==> config.mk <==
export PLATFORM = sky130hd
export DESIGN_NAME = hazard_ctrl
export DESIGN_NICKNAME = d
export VERILOG_FILES = /design/src/rtl/riscv_pkg.sv /design/src/rtl/fwd_unit.sv /design/src/rtl/hazard_ctrl.sv
export SDC_FILE = /design/constraint.sdc
export NUM_CORES = 1
export LEC_CHECK = 0
export BUFFER_PORTS_ARGS = -buffer_cell sky130_fd_sc_hd__buf_2
export CAP_MARGIN = 20
export CORE_ASPECT_RATIO = 0.75
export CORE_MARGIN = 2
export CORE_UTILIZATION = 30
export CTS_BUF_LIST = sky130_fd_sc_hd__clkbuf_16
export CTS_CLUSTER_SIZE = 8
export DETAILED_ROUTE_END_ITERATION = 8
export PLACE_DENSITY = 0.53
export REMOVE_ABC_BUFFERS = 1
export SETUP_SLACK_MARGIN = 0.15
export SLEW_MARGIN = 5
export SYNTH_ARGS = -nofsm -noshare
export SYNTH_HDL_FRONTEND = slang
export SYNTH_SLANG_ARGS = --single-unit
==> constraint.sdc <==
create_clock -name clk -period 2.5 [get_ports clk]
set_input_delay 0.5 -clock clk [delete_from_list [all_inputs] [get_ports clk]]
set_output_delay 0.5 -clock clk [all_outputs]
set_load 0.03 [all_outputs]
==> src/rtl/riscv_pkg.sv <==
// Shared definitions for the RV32I pipeline control logic.
//   FWD_*  : EX-stage operand source select encodings
//   mem_state_e : data-memory handshake FSM states
package riscv_pkg;

  localparam logic [1:0] FWD_RF  = 2'b00;
  localparam logic [1:0] FWD_WB  = 2'b01;
  localparam logic [1:0] FWD_MEM = 2'b10;

  typedef enum logic [1:0] {
    M_IDLE = 2'd0,
    M_WAIT = 2'd1,
    M_ERR  = 2'd2
  } mem_state_e;

endpackage

==> src/rtl/fwd_unit.sv <==
// Forwarding select for one EX-stage operand.
//   rs_e                 : source register of the EX instruction
//   rd_m / reg_write_m   : destination and write enable of the MEM instruction
//   rd_w / reg_write_w   : destination and write enable of the WB instruction
//   fwd_sel              : FWD_MEM, FWD_WB or FWD_RF (MEM has priority)
module fwd_unit
  import riscv_pkg::*;
(
  input  logic [4:0] rs_e,
  input  logic [4:0] rd_m,
  input  logic       reg_write_m,
  input  logic [4:0] rd_w,
  input  logic       reg_write_w,
  output logic [1:0] fwd_sel
);

  always_comb begin
    fwd_sel = FWD_RF;
    if (reg_write_m && (rd_m != 5'd0) && (rd_m == rs_e)) begin
      fwd_sel = FWD_MEM;
    end else if (reg_write_w && (rd_w != 5'd0) && (rd_w == rs_e)) begin
      fwd_sel = FWD_WB;
    end
  end

endmodule

==> src/rtl/hazard_ctrl.sv <==
// Pipeline hazard and data-memory sequencing controller for the 5-stage core.
//   Inputs : ID/EX/MEM/WB register indices and control bits, dmem_ready
//   Outputs: stall/flush controls for PC and pipeline registers, EX operand
//            forwarding selects, dmem_req, sticky mem_err, saturating
//            stall_cnt (cycles with StallF asserted)
//
//   state  | meaning
//   M_IDLE | no access pending; a MEM access without ready starts a wait
//   M_WAIT | access outstanding, pipeline frozen until ready or timeout
//   M_ERR  | one cycle: access aborted, MEM/WB bubbled, mem_err set
module hazard_ctrl
  import riscv_pkg::*;
#(
  parameter int MEM_TIMEOUT = 16,
  parameter int CNT_W       = 32
) (
  input  logic             clk,
  input  logic             rst,
  input  logic [4:0]       Rs1D,
  input  logic [4:0]       Rs2D,
  input  logic [4:0]       Rs1E,
  input  logic [4:0]       Rs2E,
  input  logic [4:0]       RdE,
  input  logic             MemReadE,
  input  logic             PCSrcE,
  input  logic [4:0]       RdM,
  input  logic             RegWriteM,
  input  logic             MemAccM,
  input  logic [4:0]       RdW,
  input  logic             RegWriteW,
  input  logic             dmem_ready,
  output logic             dmem_req,
  output logic             StallF,
  output logic             StallD,
  output logic             StallE,
  output logic             StallM,
  output logic             FlushD,
  output logic             FlushE,
  output logic             FlushW,
  output logic [1:0]       ForwardAE,
  output logic [1:0]       ForwardBE,
  output logic             mem_err,
  output logic [CNT_W-1:0] stall_cnt
);

  // Counter value at which the next increment reaches MEM_TIMEOUT.
  localparam logic [7:0] WAIT_LAST = 8'(MEM_TIMEOUT - 1);

  mem_state_e       state_q, state_d;
  logic [7:0]       wait_cnt_q, wait_cnt_d;
  logic             mem_err_q, mem_err_d;
  logic [CNT_W-1:0] stall_cnt_q, stall_cnt_d;

  logic       mem_stall;
  logic       load_use;
  logic [1:0] fwd_a, fwd_b;

  fwd_unit u_fwd_a (
    .rs_e        (Rs1E),
    .rd_m        (RdM),
    .reg_write_m (RegWriteM),
    .rd_w        (RdW),
    .reg_write_w (RegWriteW),
    .fwd_sel     (fwd_a)
  );

  fwd_unit u_fwd_b (
    .rs_e        (Rs2E),
    .rd_m        (RdM),
    .reg_write_m (RegWriteM),
    .rd_w        (RdW),
    .reg_write_w (RegWriteW),
    .fwd_sel     (fwd_b)
  );

  always_comb begin
    state_d    = state_q;
    wait_cnt_d = wait_cnt_q;
    mem_stall  = 1'b0;
    unique case (state_q)
      M_IDLE: begin
        if (MemAccM && !dmem_ready) begin
          mem_stall  = 1'b1;
          state_d    = M_WAIT;
          wait_cnt_d = 8'd1;
        end
      end
      M_WAIT: begin
        if (dmem_ready) begin
          state_d    = M_IDLE;
          wait_cnt_d = 8'd0;
        end else begin
          mem_stall  = 1'b1;
          wait_cnt_d = wait_cnt_q + 8'd1;
          if (wait_cnt_q == WAIT_LAST) begin
            state_d = M_ERR;
          end
        end
      end
      M_ERR: begin
        state_d    = M_IDLE;
        wait_cnt_d = 8'd0;
      end
      default: begin
        state_d    = M_IDLE;
        wait_cnt_d = 8'd0;
      end
    endcase
  end

  assign load_use = MemReadE && (RdE != 5'd0) && ((RdE == Rs1D) || (RdE == Rs2D));

  // A memory stall overrides load-use and branch handling; those act once the
  // stall releases because the EX contents are held meanwhile.
  always_comb begin
    dmem_req  = 1'b0;
    StallF    = 1'b0;
    StallD    = 1'b0;
    StallE    = 1'b0;
    StallM    = 1'b0;
    FlushD    = 1'b0;
    FlushE    = 1'b0;
    FlushW    = 1'b0;
    ForwardAE = FWD_RF;
    ForwardBE = FWD_RF;
    if (!rst) begin
      dmem_req  = MemAccM && (state_q != M_ERR);
      ForwardAE = fwd_a;
      ForwardBE = fwd_b;
      if (mem_stall) begin
        StallF = 1'b1;
        StallD = 1'b1;
        StallE = 1'b1;
        StallM = 1'b1;
        FlushW = 1'b1;
      end else begin
        FlushW = (state_q == M_ERR);
        if (PCSrcE) begin
          FlushD = 1'b1;
          FlushE = 1'b1;
        end else if (load_use) begin
          StallF = 1'b1;
          StallD = 1'b1;
          FlushE = 1'b1;
        end
      end
    end
  end

  always_comb begin
    mem_err_d   = mem_err_q | (state_q == M_ERR);
    stall_cnt_d = stall_cnt_q;
    if (StallF && !(&stall_cnt_q)) begin
      stall_cnt_d = stall_cnt_q + CNT_W'(1);
    end
  end

  always_ff @(posedge clk) begin
    if (rst) begin
      state_q     <= M_IDLE;
      wait_cnt_q  <= 8'd0;
      mem_err_q   <= 1'b0;
      stall_cnt_q <= '0;
    end else begin
      state_q     <= state_d;
      wait_cnt_q  <= wait_cnt_d;
      mem_err_q   <= mem_err_d;
      stall_cnt_q <= stall_cnt_d;
    end
  end

  assign mem_err   = mem_err_q;
  assign stall_cnt = stall_cnt_q;

endmodule

# [Word-level counts from Yosys, hierarchy flattened]
# Index checks and enable logic that the tools add are counted.
[totals] ramBits=0 latchBits=0 output_inout_bits=45 mem_bits_ro=0 input_bits=43 regBits=43 memories=0
[classes] reduce_logical=20 n_mux=31 multipliers=0 n_bitwise=1 shifts=0 order_cmp=0 n_eq_ne=12 div_mod_pow=0 n_addsub=2
[op_table] cell="adder 32 x 1 -> 32 bit (second input constant)" n=1
[op_table] cell="AND reduction 32 bit" n=1
[op_table] cell="== test 5 bit" n=6
[op_table] cell="2-to-1 mux 1 bit" n=19
[op_table] cell="2-to-1 mux 8 bit" n=2
[op_table] cell="one-hot mux 8 bit (2 select lines)" n=1
[op_table] cell="nonzero test 5 bit" n=3
[op_table] cell="2-to-1 mux 2 bit" n=7
[op_table] cell="logical AND 1 bit" n=11
[op_table] cell="adder 8 x 1 -> 8 bit (second input constant)" n=1
[op_table] cell="== test 8 x 4 -> 1 bit (second input constant)" n=1
[op_table] cell="!= test 2 bit (second input constant)" n=2
[op_table] cell="one-hot mux 2 bit (2 select lines)" n=1
[op_table] cell="!= test 3 bit (second input constant)" n=1
[op_table] cell="== test 2 x 1 -> 1 bit (second input constant)" n=1
[op_table] cell="== test 2 bit (second input constant)" n=1
[op_table] cell="logical NOT 1 bit" n=2
[op_table] cell="logical NOT 2 bit" n=1
[op_table] cell="one-hot mux 1 bit (2 select lines)" n=1
[op_table] cell="AND reduction 2 bit" n=1
[op_table] cell="logical OR 1 bit" n=1
[op_table] cell="OR 1 bit" n=1

# [Logic depth before layout (Yosys ltp)]
[depth] ltp_word=8 depth_mapped=9

# [By module]
# Synthesis repeated with hierarchy kept, for this count alone.
[unflattened] cells_unflattened=332 area_unflattened_um2=2697.6
[by_module_without_submodules] module="hazard_ctrl" n_inst=1 cells_per_inst=292 area_per_inst_um2=2394.8
[by_module_without_submodules] module="fwd_unit" n_inst=2 cells_per_inst=20 area_per_inst_um2=151.4

# [Least setup slack after synthesis]
# Ideal clock, no wire load.
[synth_path] kind="input-to-output" from="input RdM[0]" to="output ForwardAE[0]" cell_stages=4 arrival_ps=2118 setup_slack_ps=-118 cell_sequence="or4_1 > o21ai_0 > nor3_1 > nor3_1"
[synth_via] elab_chain_cells=5 elab_cells_between_ends=6 classes_between="eq/ne: 1; mux: 2; reduce/logical: 3"
[synth_lines] item="from (decl)" line="hazard_ctrl.sv:26" source="input logic [4:0] RdM,"
[synth_lines] item="nonzero test 5 bit" line="fwd_unit.sv:19" source="if (reg_write_m && (rd_m != 5'd0) && (rd_m == rs_e)) begin"
[synth_lines] item="logical AND 1 bit" line="fwd_unit.sv:19"
[synth_lines] item="logical AND 1 bit (*)" line="fwd_unit.sv:19"
[synth_lines] item="2-to-1 mux 2 bit (*)" line="fwd_unit.sv:19"
[synth_lines] item="2-to-1 mux 2 bit (*)" line="hazard_ctrl.sv:126" source="if (!rst) begin"
[synth_lines] item="to (decl)" line="hazard_ctrl.sv:40" source="output logic [1:0] ForwardAE,"
# Every way passes the cells marked *; elsewhere a longest branch is shown, timed or not.

# [Final worst setup path]
[layout_path] from="input RdE[4]" to="output StallD"
[layout_via] elab_chain_cells=7 elab_cells_between_ends=10 classes_between="eq/ne: 2; mux: 4; reduce/logical: 4"
[layout_lines] item="from (decl)" line="hazard_ctrl.sv:23" source="input logic [4:0] RdE,"
[layout_lines] item="== test 5 bit or nonzero test 5 bit (tied branches)" line="hazard_ctrl.sv:111" source="assign load_use = MemReadE && (RdE != 5'd0) && ((RdE == Rs1D) || (RdE == Rs2D));"
[layout_lines] item="logical OR 1 bit or logical AND 1 bit (tied branches)" line="hazard_ctrl.sv:111"
[layout_lines] item="logical AND 1 bit (*)" line="hazard_ctrl.sv:111"
[layout_lines] item="2-to-1 mux 1 bit (*)" line="hazard_ctrl.sv:141" source="end else if (load_use) begin"
[layout_lines] item="2-to-1 mux 1 bit (*)" line="hazard_ctrl.sv:138" source="if (PCSrcE) begin"
[layout_lines] item="2-to-1 mux 1 bit (*)" line="hazard_ctrl.sv:130" source="if (mem_stall) begin"
[layout_lines] item="2-to-1 mux 1 bit (*)" line="hazard_ctrl.sv:126"
[layout_lines] item="to (decl)" line="hazard_ctrl.sv:34" source="output logic StallD,"
# Marks and branches as above.

==> metrics.txt <==
drt pass-1 iters 4; CP max stage cell or4_1; Logic pwr share 0.146; vias per cell 5.038; Post-synth EDFFs 0; gr usage total 0.1541; placed insts 535; final wirelength 7664 µm; CTS Sinks 43; area growth from synthesis to layout 30.63%; Critical Path Source RdE[4]; initial core utilization 0.3089; Netlist Area Pre-Place 2794 µm²; final setup vio count 0; largest net degree at the start of global routing 32; Finished Core Util 0.4035; Seq pwr share 0.447; Root Driver clkbuf_16; row count 30; core box area 9046 µm²; fin crit period 2.314 ns; worst-path maximum fanout 3; RR Startpoint state_q[1]; layout cells sized above 1 0.3191; DP Area 3381 µm²; Max-slew headroom 0.6734; critical path cell sequence buf_8 > or4_1 > o21a_1 > a21o_2 > o21ai_4 > inv_2 > buf_6; Die Area 10110 µm²; I/O Buffers 87; Critical Path Max Stage Delay 0.51 ns; pwr/cell area 425.9 nW/µm²; initial antenna violation count 0; fill count 894; crit end category output port; CTS Buffer Depth 2; total of max-cap violations 0; CP startpoint kind input port; # nets final 467; fin cells 551; first-pass GRT wire length 12600 µm; Hold Fails Final Rpt 0; DRC 0; die width 115.4 µm; Net Sw Frac 0.2551; CP required 2.00 ns; Seq/Total Area, Yosys 0.3081; antenna fix cells 0; via count 2776; Die Span Y 87.58 µm; CTS tree done; FFs w/ async S/R, synth 0; worst-skew pair later-pin latency 0.28 ns; Internal 0.001158 W; YS warnings 0; RSZ-0062 raised after global routing yes; Switch Pwr 0.0003964 W; LEAKAGE 1.467 nW; global route overflow 0; status finished clean; total power 0.001554 W; io pins 88; Max Freq 432.2 MHz; critical setup path kind in2out; crit share post-route 0.9254; prevailing post-synth register cell dfxtp_1; RePlAce Congestion 0.7922; distinct cell type count after synthesis 47; Slew Limit Fails 0; CTS HTree Levels 2; Post-Route Hold Slack 0.4730 ns; Avg Cell Area, Syn 8.597 µm²; hold buffers post-CTS 0; HPWL Detailed 5668 µm; flops & latches, synth 43; ANT nets after route 0; Iter 0 DRT Violations 83; Worst Tran Pin Value 0.4861 ns; Mapped Cells 325; clock share of power 0.407; fin area 3650 µm²; clock slew at reported path FFs 0.06 ns; WL/cell 13.91 µm; CP arrival 1.81 ns; Inserted Clock Buffers 5; Fin Clk Skew 0.005208 ns; worst hold start mem_err; vias in the first global route 2627; Max IR drop VDD 218.0 µV; Hold/Removal Path Class reg2reg
==> final timing paths <==
check | cells after the start | end | slack, ns
hold / removal | 2 | mem_err | 0.47
hold reg to reg | 2 | mem_err | 0.47
setup / recovery | 7 | StallD | 0.19
setup reg to reg | 8 | stall_cnt[30] | 0.35
==> layout by cell type, fill, tap and decap left out, drive strengths merged, types with 3 or more instances in the layout <==
master,n
mux2,5
a21oi,24
nand3,17
nor2,23
or4,21
nand4,11
or3,7
clkbuf,6
xnor2,24
xor2,10
o31ai,15
o311ai,4
o21a,4
o31a,3
nor3b,3
nor3,13
nor4,11
nand2,25
and3,5
nor2b,7
o21ai,9
o41ai,3
inv,8
dfxtp,43
buf,105
==> logic make-up after synthesis <==
logic type	synth area share
simple gates	0.3296
compound gates	0.1603
buf+inv	0.05239
fa+ha+maj	0.008955
xor+xnor	0.1066
mux	0.03403
flops	0.3081
==> power groups by stage <==
stage | Combinational (W) | Clock [W] | Sequential (W)
after global routing | 0.000249 | 0.000681 | 0.000695
after global placement | 0.000205 | 0 | 0.000709
final | 0.000228 | 0.000633 | 0.000694
after CTS | 0.000215 | 0.000660 | 0.000694
after detailed placement | 0.000208 | 0 | 0.000710
after floorplan | 0.000107 | 0 | 0.000710
==> metrics by stage <==
stage                     TNS, ns  setup WS (ns)
after floorplan           -0.3260        -0.1180
after global placement          0        0.05928
after detailed placement        0        0.05185
after CTS                       0         0.1507
after global routing            0         0.1320
final                           0         0.1864
==> critical path: cells and delay by family <==
kind,cells,cell delay [ns]
AOI/OAI and AO/OA,3,0.48
and+or+nand+nor,1,0.51
buffers and inverters,3,0.32
==> registers in the layout (all words and copies together), names as in the netlist <==
register    cells
mem_err         1
stall_cnt      32
state_q         2
wait_cnt_q      8
==> area by class of cell <==
class / count / area [µm²] / share of cell area
multi-input combinational: 258 / 1803 / 0.4940
sequential: 43 / 860.8 / 0.2359
tap: 128 / 160.2 / 0.04388
clock inverter: 3 / 15.01 / 0.004114
inverter: 8 / 30.03 / 0.008228
timing repair buffer: 106 / 655.6 / 0.1796
clock buffer: 5 / 125.1 / 0.03428
==> cells in the mapped netlist (all sizes together) (11+ instances only) <==
library cell   n  share of area
a21oi         24          0.043
buf           11          0.035
dfxtp         43           0.31
nand2         25          0.034
nand3         17          0.030
nand4         11          0.035
nor2          23          0.031
nor3          13          0.023
nor4          11          0.044
o31ai         15          0.040
or4           21          0.056
xnor2         24          0.075
==> per-layer routing <==
layer | global-route usage | up-vias | wire (µm)
met5 | 0 | - | 0
li1 | - | 1414 | -
met1 | 0.2069 | 1262 | 3779
met4 | 0.04600 | 0 | 77
met2 | 0.2488 | 94 | 3306
met3 | 0.03460 | 6 | 500
==> timing repair <==
item | CTS | global route
gates resized for setup | 8 | 13
setup buffers | 3 | 5
pin swaps | 4 | 8
endpoints found under the setup margin | 4 | 7
(Power assumes the default switching activity.)
